<file path="src/rtl/s2p_receiver_pkg.sv">
// Shared definitions for the serial-to-parallel receiver: state encoding and
// default idle timeout.
package s2p_defs;

    typedef enum logic [1:0] {
        S_IDLE  = 2'd0,
        S_SHIFT = 2'd1,
        S_CHECK = 2'd2
    } state_t;

    localparam int IDLE_CYCLES_DEF = 16;

endpackage

</file>
<file path="src/rtl/s2p_receiver_if.sv">
// Serial link pins plus the parallel frame outputs of the receiver.
interface s2p_receiver_if #(
    parameter int BIT_WIDTH = 8
);
    logic                 sclk;
    logic                 sdin;
    logic [BIT_WIDTH-1:0] par_out;
    logic                 valid;
    logic                 busy;
    logic                 frame_err;

    modport master (output sclk, sdin, input par_out, valid, busy, frame_err);
    modport slave  (input sclk, sdin, output par_out, valid, busy, frame_err);
endinterface

</file>
<file path="src/rtl/s2p_receiver_sync_edge.sv">
// 2-FF synchronizer with a third alignment stage and a registered rising-edge
// detect on bit 0; the other bits ride along so they stay aligned with the edge.
module sync_edge #(
    parameter int               WIDTH   = 1,
    parameter logic [WIDTH-1:0] RST_VAL = '1
) (
    input  logic             clk,
    input  logic             rst,
    input  logic [WIDTH-1:0] d,
    output logic [WIDTH-1:0] q,
    output logic             rise
);
    logic [WIDTH-1:0] m1, m2;

    always_ff @(posedge clk or posedge rst) begin
        if (rst) begin
            m1   <= RST_VAL;
            m2   <= RST_VAL;
            q    <= RST_VAL;
            rise <= 1'b0;
        end else begin
            m1   <= d;
            m2   <= m1;
            q    <= m2;
            // q still holds the previous m2 here, so this is m2 & ~m2_delayed
            rise <= m2[0] & ~q[0];
        end
    end
endmodule

</file>
<file path="src/rtl/s2p_receiver.sv">
// Receives LSB-first serial frames on sclk/sdin, ends a frame on an idle-high
// gap, and reports it as a valid pulse with par_out or a frame_err pulse.
module s2p_receiver
    import s2p_defs::*;
#(
    parameter int BIT_WIDTH   = 8,
    parameter int IDLE_CYCLES = IDLE_CYCLES_DEF
) (
    input  logic            clk,
    input  logic            rst,
    s2p_receiver_if.slave   bus
);
    localparam int CW = $clog2(BIT_WIDTH + 2);
    localparam int IW = $clog2(IDLE_CYCLES + 1);
    localparam logic [CW-1:0] CNT_FULL = CW'(BIT_WIDTH);
    localparam logic [CW-1:0] CNT_OVR  = CW'(BIT_WIDTH + 1);
    localparam logic [IW-1:0] IDLE_MAX = IW'(IDLE_CYCLES);

    logic [1:0]           sync_q;
    logic                 rise;
    logic                 sclk_s, sd_s;
    logic [IW-1:0]        idle_cnt;
    logic                 idle_done;
    logic [BIT_WIDTH-1:0] shreg, par_q;
    logic                 valid_q, err_q;
    state_t               state, state_nxt;
    logic [CW-1:0]        cnt, cnt_nxt;
    logic                 good, bad, busy_c;

    sync_edge #(.WIDTH(2), .RST_VAL(2'b11)) u_sync (
        .clk  (clk),
        .rst  (rst),
        .d    ({bus.sdin, bus.sclk}),
        .q    (sync_q),
        .rise (rise)
    );

    assign sclk_s    = sync_q[0];
    assign sd_s      = sync_q[1];
    assign idle_done = (idle_cnt == IDLE_MAX);

    always_ff @(posedge clk or posedge rst) begin
        if (rst)
            idle_cnt <= '0;
        else if (!sclk_s)
            idle_cnt <= '0;
        else if (!idle_done)
            idle_cnt <= idle_cnt + IW'(1);
    end

    always_comb begin
        state_nxt = state;
        cnt_nxt   = cnt;
        good      = 1'b0;
        bad       = 1'b0;
        busy_c    = (state != S_IDLE);
        case (state)
            S_IDLE: begin
                if (rise) begin
                    state_nxt = S_SHIFT;
                    cnt_nxt   = CW'(1);
                end
            end
            S_SHIFT: begin
                if (idle_done) begin
                    state_nxt = S_CHECK;
                    good      = (cnt == CNT_FULL);
                    bad       = (cnt != CNT_FULL);
                end else if (rise && cnt != CNT_OVR) begin
                    cnt_nxt = cnt + CW'(1);
                end
            end
            S_CHECK: begin
                // An edge here already belongs to the next frame
                if (rise) begin
                    state_nxt = S_SHIFT;
                    cnt_nxt   = CW'(1);
                end else begin
                    state_nxt = S_IDLE;
                    cnt_nxt   = '0;
                end
            end
            default: begin
                state_nxt = S_IDLE;
                cnt_nxt   = '0;
            end
        endcase
    end

    // Verdict is registered on entry to CHECK so the pulse lines up with that cycle
    always_ff @(posedge clk or posedge rst) begin
        if (rst) begin
            state   <= S_IDLE;
            cnt     <= '0;
            shreg   <= '0;
            par_q   <= '0;
            valid_q <= 1'b0;
            err_q   <= 1'b0;
        end else begin
            state   <= state_nxt;
            cnt     <= cnt_nxt;
            valid_q <= good;
            err_q   <= bad;
            if (rise)
                shreg <= BIT_WIDTH'({sd_s, shreg} >> 1);
            if (good)
                par_q <= shreg;
        end
    end

    assign bus.par_out   = par_q;
    assign bus.valid     = valid_q;
    assign bus.frame_err = err_q;
    assign bus.busy      = busy_c;
endmodule

</file>
<file path="src/flat_wrapper.sv">
// flat-port wrapper written by rule: the top's interface ports become plain ports
module s2p_receiver_flat import s2p_defs::*;
#(
    parameter int BIT_WIDTH   = 8,
    parameter int IDLE_CYCLES = IDLE_CYCLES_DEF
)
  (clk, rst, bus_sclk, bus_sdin, bus_par_out, bus_valid, bus_busy, bus_frame_err);
  s2p_receiver_if #(.BIT_WIDTH(BIT_WIDTH)) bus_i ();
  input  logic clk;
  input  logic rst;
  input wire logic [$bits(bus_i.sclk)-1:0] bus_sclk;
  input wire logic [$bits(bus_i.sdin)-1:0] bus_sdin;
  output wire logic [$bits(bus_i.par_out)-1:0] bus_par_out;
  output wire logic [$bits(bus_i.valid)-1:0] bus_valid;
  output wire logic [$bits(bus_i.busy)-1:0] bus_busy;
  output wire logic [$bits(bus_i.frame_err)-1:0] bus_frame_err;
  assign bus_i.sclk = bus_sclk;
  assign bus_i.sdin = bus_sdin;
  assign bus_par_out = bus_i.par_out;
  assign bus_valid = bus_i.valid;
  assign bus_busy = bus_i.busy;
  assign bus_frame_err = bus_i.frame_err;
  s2p_receiver #(.BIT_WIDTH(BIT_WIDTH), .IDLE_CYCLES(IDLE_CYCLES)) u_core (.clk(clk), .rst(rst), .bus(bus_i));
endmodule
</file>
<file path="config.mk">
export PLATFORM = sky130hd
export DESIGN_NAME = s2p_receiver_flat
export DESIGN_NICKNAME = d
export VERILOG_FILES = /design/src/rtl/s2p_receiver_pkg.sv /design/src/rtl/s2p_receiver_if.sv /design/src/rtl/s2p_receiver_sync_edge.sv /design/src/rtl/s2p_receiver.sv /design/src/flat_wrapper.sv
export SDC_FILE = /design/constraint.sdc
export NUM_CORES = 1
export LEC_CHECK = 0
export ABC_AREA = 1
export ABC_CLOCK_PERIOD_IN_PS = 2700
export CAP_MARGIN = 15
export CELL_PAD_IN_SITES_DETAIL_PLACEMENT = 0
export CELL_PAD_IN_SITES_GLOBAL_PLACEMENT = 1
export CORE_MARGIN = 2
export CORE_UTILIZATION = 46
export CTS_BUF_LIST = sky130_fd_sc_hd__clkbuf_16
export CTS_CLUSTER_SIZE = 20
export DETAILED_ROUTE_END_ITERATION = 8
export PLACE_DENSITY = 0.9
export SYNTH_ARGS = -nofsm -noshare
export SYNTH_HDL_FRONTEND = slang
export SYNTH_HIERARCHICAL = 1
export SYNTH_SLANG_ARGS = --single-unit
</file>
<file path="constraint.sdc">
create_clock -name clk -period 2.7 [get_ports clk]
set_input_delay 0.54 -clock clk [delete_from_list [all_inputs] [get_ports clk]]
set_output_delay 0.54 -clock clk [all_outputs]
set_load 0.05 [all_outputs]
</file>
==> metrics, run 1 <==
die height 62.1 µm; IO Pins 15; unrepaired setup endpoints after global routing false; total gr overflow 0; crit path DAT 1.69 ns; FF+latch area 908 µm²; first-pass GRT wire length 4500 µm; die area 3850 µm²; CTS HTree Levels 2; post-CTS setup buffer count 0; core area 3280 µm²; share of cells above drive strength 1 12.1%; Clk pwr share 38.2%; fillers 294; via count 1080; # hold bufs at CTS 0; fraction of synthesis flops using an asynchronous set or reset pin 100%; Avg Cell Area, Syn 9.64 µm²; DR DRC count 0; vias in the first global route 1061; CTS tree yes; Synth cell types 22; reg-to-reg endpoint u_core/cnt[3]$_DFFE_PP0P_; most instantiated cells after synthesis 50 x nand2_1, 30 x dfrtp_1, 19 x inv_1; Crit. Startpoint u_core/state[1]$_DFFE_PP0P_; Critical Path RT 2.16 ns; R2R depth 8; Inserted Diodes 0; Die Width 62.1 µm; static leakage 1.00 nW; Final setup viols 0; Synth top area share 48.4%; Routed wire per std cell 11.1 µm; Critical Path Fanout Max 4; Combinational Power Share 14.4%; Crit. End Element output port; status complete, no violations; final hold viol count 0; Initial Util 47.2%; Setup crit start kind register; CTS sink cnt 36; DR pass1 iterations 5; Internal 1.01 mW; part of the power in registers 47.4%; sw frac 26.9%; Mapped Nets 170; Clock Tree Buf Depth 2; IO Port Bufs 14; r2r startpoint u_core/idle_cnt[0]$_DFFE_PP0P_; worst slew pin tran 0.497 ns; row count 21; synthesis-to-finish area growth 21.0%; Nets 190; gp weighted congestion 0.771; Mapped Cells 161; number of synthesized flops with an enable pin 0; Warnings, synthesis 6; NetSw 0.371 mW; clock slew at reported path FFs 0.05 ns; dpl hpwl 1820 µm; dominant cells by area after synthesis dfrtp_1 48%, nand2_1 12%, dfstp_2 10%; antenna violations before repair 0; top-count cell post-synth nand2_1; FF+latch count, synth 36; fin crit share 82.4%; Pwr Density 734 nW/µm²; cts repair resizes 0; GR Util All Layers 16.5%; maximum VDD drop 0.427 mV; final wirelength 2540 µm; area of the multi-input gates 552 µm²; antenna violation net count after detailed routing 0; clock latency on the worst-skew pair 0.27 ns; Yosys top cell by area dfrtp_1; Synth Cell Area 1550 µm²; critical path endpoint bus_busy; Top FF cell, synth dfrtp_1; largest net degree at the start of global routing 30; Setup CP Type reg -> out; Fmax achieved 449 MHz; CTS Buf Count 5; Clock Tree Root clkbuf_16; sequential share of the synthesized area 58.5%; maximum capacitance violations 0; vias per cell 4.74; Worst Skew 0.00360 ns; Final Cell Area 1880 µm²; min Tclk post-route 2.23 ns; DR iter-0 viols 56; Post-DP Area 1740 µm²; final-report max-slew violation count 0; r2r setup slk 1.23 ns; setup TNS 0 ns; HP Class reg -> reg; worst rel slew slack 66.7%
[flip-flops by register name, summed over array words and instances, names as in the netlist]
signal and cells:
u_core/u_sync/rise 1, u_core/state 2, u_core/shreg 8, u_core/u_sync/m1 2
u_core/bus.valid 1, u_core/bus.par_out 8, u_core/u_sync/q 2, u_core/bus.frame_err 1
u_core/idle_cnt 5, u_core/cnt 4, u_core/u_sync/m2 2
[worst max-delay path, cell delays in order, from the launching register on]
cell,delay [ns]
dfrtp_1,0.44
inv_1,0.12
nand2_1,0.07
clkdlybuf4s50_1,0.79
[worst min-delay path by stage]
| stage | depth (start not counted) | startpoint | slack, ns | endpoint |
|---|---|---|---|---|
| floorplan | 1 | rst | 0.34 | u_core/u_sync/rise$_DFF_PP0_ |
| global placement | 0 | u_core/u_sync/m1[1]$_DFF_PP1_ | 0.35 | u_core/u_sync/m2[1]$_DFF_PP1_ |
| detailed placement | 0 | u_core/u_sync/m1[0]$_DFF_PP1_ | 0.35 | u_core/u_sync/m2[0]$_DFF_PP1_ |
| CTS | 0 | u_core/u_sync/m1[1]$_DFF_PP1_ | 0.36 | u_core/u_sync/m2[1]$_DFF_PP1_ |
| global route | 0 | u_core/u_sync/m1[1]$_DFF_PP1_ | 0.36 | u_core/u_sync/m2[1]$_DFF_PP1_ |
| finish | 0 | u_core/u_sync/m1[1]$_DFF_PP1_ | 0.35 | u_core/u_sync/m2[1]$_DFF_PP1_ |
[through the flow]
step / total power [mW] / utilization [%] / instances / hold slack (ns) / setup slack [ns]
after global placement: 0.851 / 53.0 / 220 / 0.346 / 0.769
final: 1.38 / 57.1 / 228 / 0.354 / 0.474
after global routing: 1.46 / 57.1 / 228 / 0.357 / 0.416
after CTS: 1.39 / 57.1 / 228 / 0.355 / 0.464
after detailed placement: 0.863 / 53.0 / 220 / 0.347 / 0.759
after floorplan: 0.811 / - / 161 / 0.339 / 1.28
[routing by layer]
layer | part of all wire, % | track usage, % | wire length, µm
met5 | 0 | 0 | 0
met4 | 2.1 | 8.21 | 53
met3 | 3.0 | 4.35 | 76
met2 | 51 | 29.2 | 1310
met1 | 43 | 18.3 | 1100
[placed cells by master (no fill, tap or decap), types with 2 or more instances in the layout]
cell,synthesis,layout
a21oi_1,2,2
clkbuf_16,0,5
clkdlybuf4s50_1,0,14
dfrtp_1,30,30
dfstp_2,6,6
ha_1,5,5
inv_1,19,21
nand2_1,50,50
nand3_1,7,7
nand4_1,2,2
nor2_1,8,8
nor2_2,3,3
nor2_8,2,2
o21ai_0,12,12
o21ai_1,5,5
xor2_1,2,2
[final cells by class]
class / count / share of cell area [%]
sequential: 36 / 48.4
multi-input combinational: 103 / 29.4
timing repair buffer: 15 / 7.87
clock buffer: 5 / 6.67
inverter: 20 / 4.00
tap: 46 / 3.07
clock inverter: 3 / 0.600
[cells by family (layout without fill, tap and decap cells)]
group                      count (synthesis)  count (layout)  synth area share, %
buffers and inverters                     22              43                 5.89
adders and majority gates                  5               5                 4.03
xor gates and xnor gates                   3               3                 1.69
DFF                                       36              36                 58.5
and+or+nand+nor                           75              75                 23.1
AOI/OAI and AO/OA                         20              20                 6.69
[power groups by stage]
stage | Clock (mW) | Combinational (mW) | Sequential [mW]
after CTS | 0.539 | 0.202 | 0.654
final | 0.526 | 0.198 | 0.653
after global placement | 0 | 0.191 | 0.660
after global routing | 0.562 | 0.232 | 0.664
after floorplan | 0 | 0.164 | 0.647
after detailed placement | 0 | 0.200 | 0.662
No activity file was read; power rests on OpenSTA's default activity.
==> run 2, diff against run 1 <==
--- a/config.mk
+++ b/config.mk
@@ -6,16 +6,16 @@
 export NUM_CORES = 1
 export LEC_CHECK = 0
 export ABC_AREA = 1
-export ABC_CLOCK_PERIOD_IN_PS = 2700
+export ABC_CLOCK_PERIOD_IN_PS = 2000
 export CAP_MARGIN = 15
 export CELL_PAD_IN_SITES_DETAIL_PLACEMENT = 0
 export CELL_PAD_IN_SITES_GLOBAL_PLACEMENT = 1
 export CORE_MARGIN = 2
-export CORE_UTILIZATION = 46
+export CORE_UTILIZATION = 39
 export CTS_BUF_LIST = sky130_fd_sc_hd__clkbuf_16
 export CTS_CLUSTER_SIZE = 20
 export DETAILED_ROUTE_END_ITERATION = 8
-export PLACE_DENSITY = 0.9
+export PLACE_DENSITY = 0.82
 export SYNTH_ARGS = -nofsm -noshare
 export SYNTH_HDL_FRONTEND = slang
 export SYNTH_HIERARCHICAL = 1
==> constraint.sdc (replaced) <==
create_clock -name clk -period 2 [get_ports clk]
set_input_delay 0.4 -clock clk [delete_from_list [all_inputs] [get_ports clk]]
set_output_delay 0.4 -clock clk [all_outputs]
set_load 0.05 [all_outputs]
==> run 2 against run 1 <==
Net effect: critical path type unchanged; clock skew increased by 0.0027 ns; die area increased by 17%; clock-buffer cell count unchanged.
==> metrics, run 2 (synthesis results as in run 1) <==
part of the power in registers 47.5% (about the same); R2R depth 8 (unchanged); Setup crit start kind register; fin crit share 92.2%; Inserted Diodes 0 (unchanged); dpl hpwl 1970 µm (+8.0%); total gr overflow 0 (unchanged); die height 67.1 µm (+8.0%); Combinational Power Share 14.5% (about the same); post-CTS setup buffer count 0 (unchanged); Setup CP Type reg -> out; Critical Path RT 1.60 ns (-0.56 ns); DR iter-0 viols 43 (-23%); sw frac 27.0% (+0.086 points); Top Family by Delay on Critical Path buffers and inverters; Cells on Worst Hold Path 0 (unchanged); CTS tree yes; Final setup viols 0 (unchanged); first-pass GRT wire length 4550 µm (+1.2%); Worst Skew 0.00625 ns (+0.00265 ns); # hold bufs at CTS 0 (unchanged); Die Width 67.1 µm (+8.0%); Crit. End Element output port; HP Class reg -> reg; DR pass1 iterations 4 (-1); Nets 190 (unchanged); static leakage 1.00 nW (about the same); worst slew pin tran 0.516 ns (+0.0184 ns); CTS Buf Count 5 (unchanged); status complete, no violations; commonest non-fill, non-tap cell in the layout nand2_1; die area 4500 µm² (+17%); share of cells above drive strength 1 12.6% (+0.55 points); row count 22 (+4.8%); antenna violation net count after detailed routing 0 (unchanged); Buf+Inv Stages, Crit Path 1 (-1); vias per cell 4.64 (-2.0%); final hold viol count 0 (unchanged); cts repair resizes 0 (unchanged); Core Util, Final 50.1% (-7.0 points); Routed wire per std cell 11.7 µm (+4.6%); Clock Tree Root clkbuf_16; Fmax achieved 542 MHz; Clk pwr share 38.0% (-0.2 points); Internal 1.36 mW (+35%); crit path DAT 1.44 ns (-0.25 ns); Crit-path slowest cell clkdlybuf4s50_1; unrepaired setup endpoints after global routing false; worst rel slew slack 65.5% (-1.2 points); CTS sink cnt 36 (unchanged); IO Port Bufs 14 (unchanged); maximum capacitance violations 0 (unchanged); Pwr Density 991 nW/µm² (+35%); final wirelength 2680 µm (+5.5%); setup TNS 0 ns (unchanged); Clock Tree Buf Depth 2 (unchanged); commonest cells after routing, fill and taps aside 50 x nand2_1, 30 x dfrtp_1, 21 x inv_1; GR Util All Layers 14.1% (-2.4 points); final-report max-slew violation count 0 (unchanged); DR DRC count 0 (unchanged); vias in the first global route 1045 (-1.5%); IO Pins 15 (unchanged); core area 3740 µm² (+14%); via count 1068 (-1.1%); gp weighted congestion 0.823 (+6.8%); NetSw 0.502 mW (+36%); synthesis-to-finish area growth 21.0% (unchanged); maximum VDD drop 0.512 mV (+20%); clock slew at reported path FFs 0.05 ns (about the same); crit-path cells clkdlybuf4s50_1; clock latency on the worst-skew pair 0.27 ns (about the same); CP max stage delay 0.82 ns (+0.03 ns); WP depth 1 (-2); CTS HTree Levels 2 (unchanged); antenna violations before repair 0 (unchanged); largest net degree at the start of global routing 30 (unchanged); Critical Path Fanout Max 2 (-2); min Tclk post-route 1.84 ns; Initial Util 41.4% (-5.8 points)
-- run 2: cell count changes in the layout (fill, tap and decap cells not counted) --
cell	before	now
clkdlybuf4s50_1	14	13
buf_4	1	2
-- run 2: area by class of cell --
type	instances	area [µm²]
sequential	36	908
tap	48	60.1
clock inverter	3	11.3
fill	336	1870
clock buffer	5	125
timing repair buffer	15	145
inverter	20	75.1
multi-input combinational	103	552
-- run 2: power groups by stage --
| stage | registers [mW] | clock network, mW | logic [mW] |
|---|---|---|---|
| global placement | 0.892 | 0 | 0.256 |
| floorplan | 0.874 | 0 | 0.221 |
| detailed placement | 0.895 | 0 | 0.272 |
| global route | 0.895 | 0.756 | 0.317 |
| CTS | 0.883 | 0.728 | 0.273 |
| finish | 0.884 | 0.707 | 0.270 |
-- run 2: per-stage QoR --
stage | hold WS [ns] | worst slack (ns) | std cells | instance area (µm²) | total power [mW]
after floorplan | 0.199 | 0.719 | 161 | 1550 | 1.10
after global placement | 0.348 | 0.460 | 222 | 1740 | 1.15
after detailed placement | 0.348 | 0.434 | 222 | 1740 | 1.17
after CTS | 0.355 | 0.136 | 230 | 1880 | 1.88
after global routing | 0.357 | 0.131 | 230 | 1880 | 1.97
final | 0.354 | 0.156 | 230 | 1880 | 1.86
-- run 2: worst paths after layout --
kind,from,end,slack (ns)
max in group asynchronous,rst,u_core/idle_cnt[1]$_DFFE_PP0P_,1.19
worst max-delay path,u_core/bus.par_out[0]$_DFFE_PP0P_,bus_par_out[0],0.16
worst min-delay path,u_core/u_sync/m2[1]$_DFF_PP1_,u_core/u_sync/q[1]$_DFF_PP1_,0.35
worst min register to register,u_core/u_sync/m2[1]$_DFF_PP1_,u_core/u_sync/q[1]$_DFF_PP1_,0.35
worst max register to register,u_core/idle_cnt[0]$_DFFE_PP0P_,u_core/cnt[3]$_DFFE_PP0P_,0.53
min in group asynchronous,rst,u_core/u_sync/rise$_DFF_PP0_,0.38
-- run 2: metal layers --
layer / wire (µm) / up-vias / track usage, %
met4: 29 / 0 / 7.65
met5: 0 / - / 0
met3: 94 / 5 / 4.56
met2: 1360 / 16 / 23.8
li1: - / 542 / -
met1: 1190 / 505 / 15.7
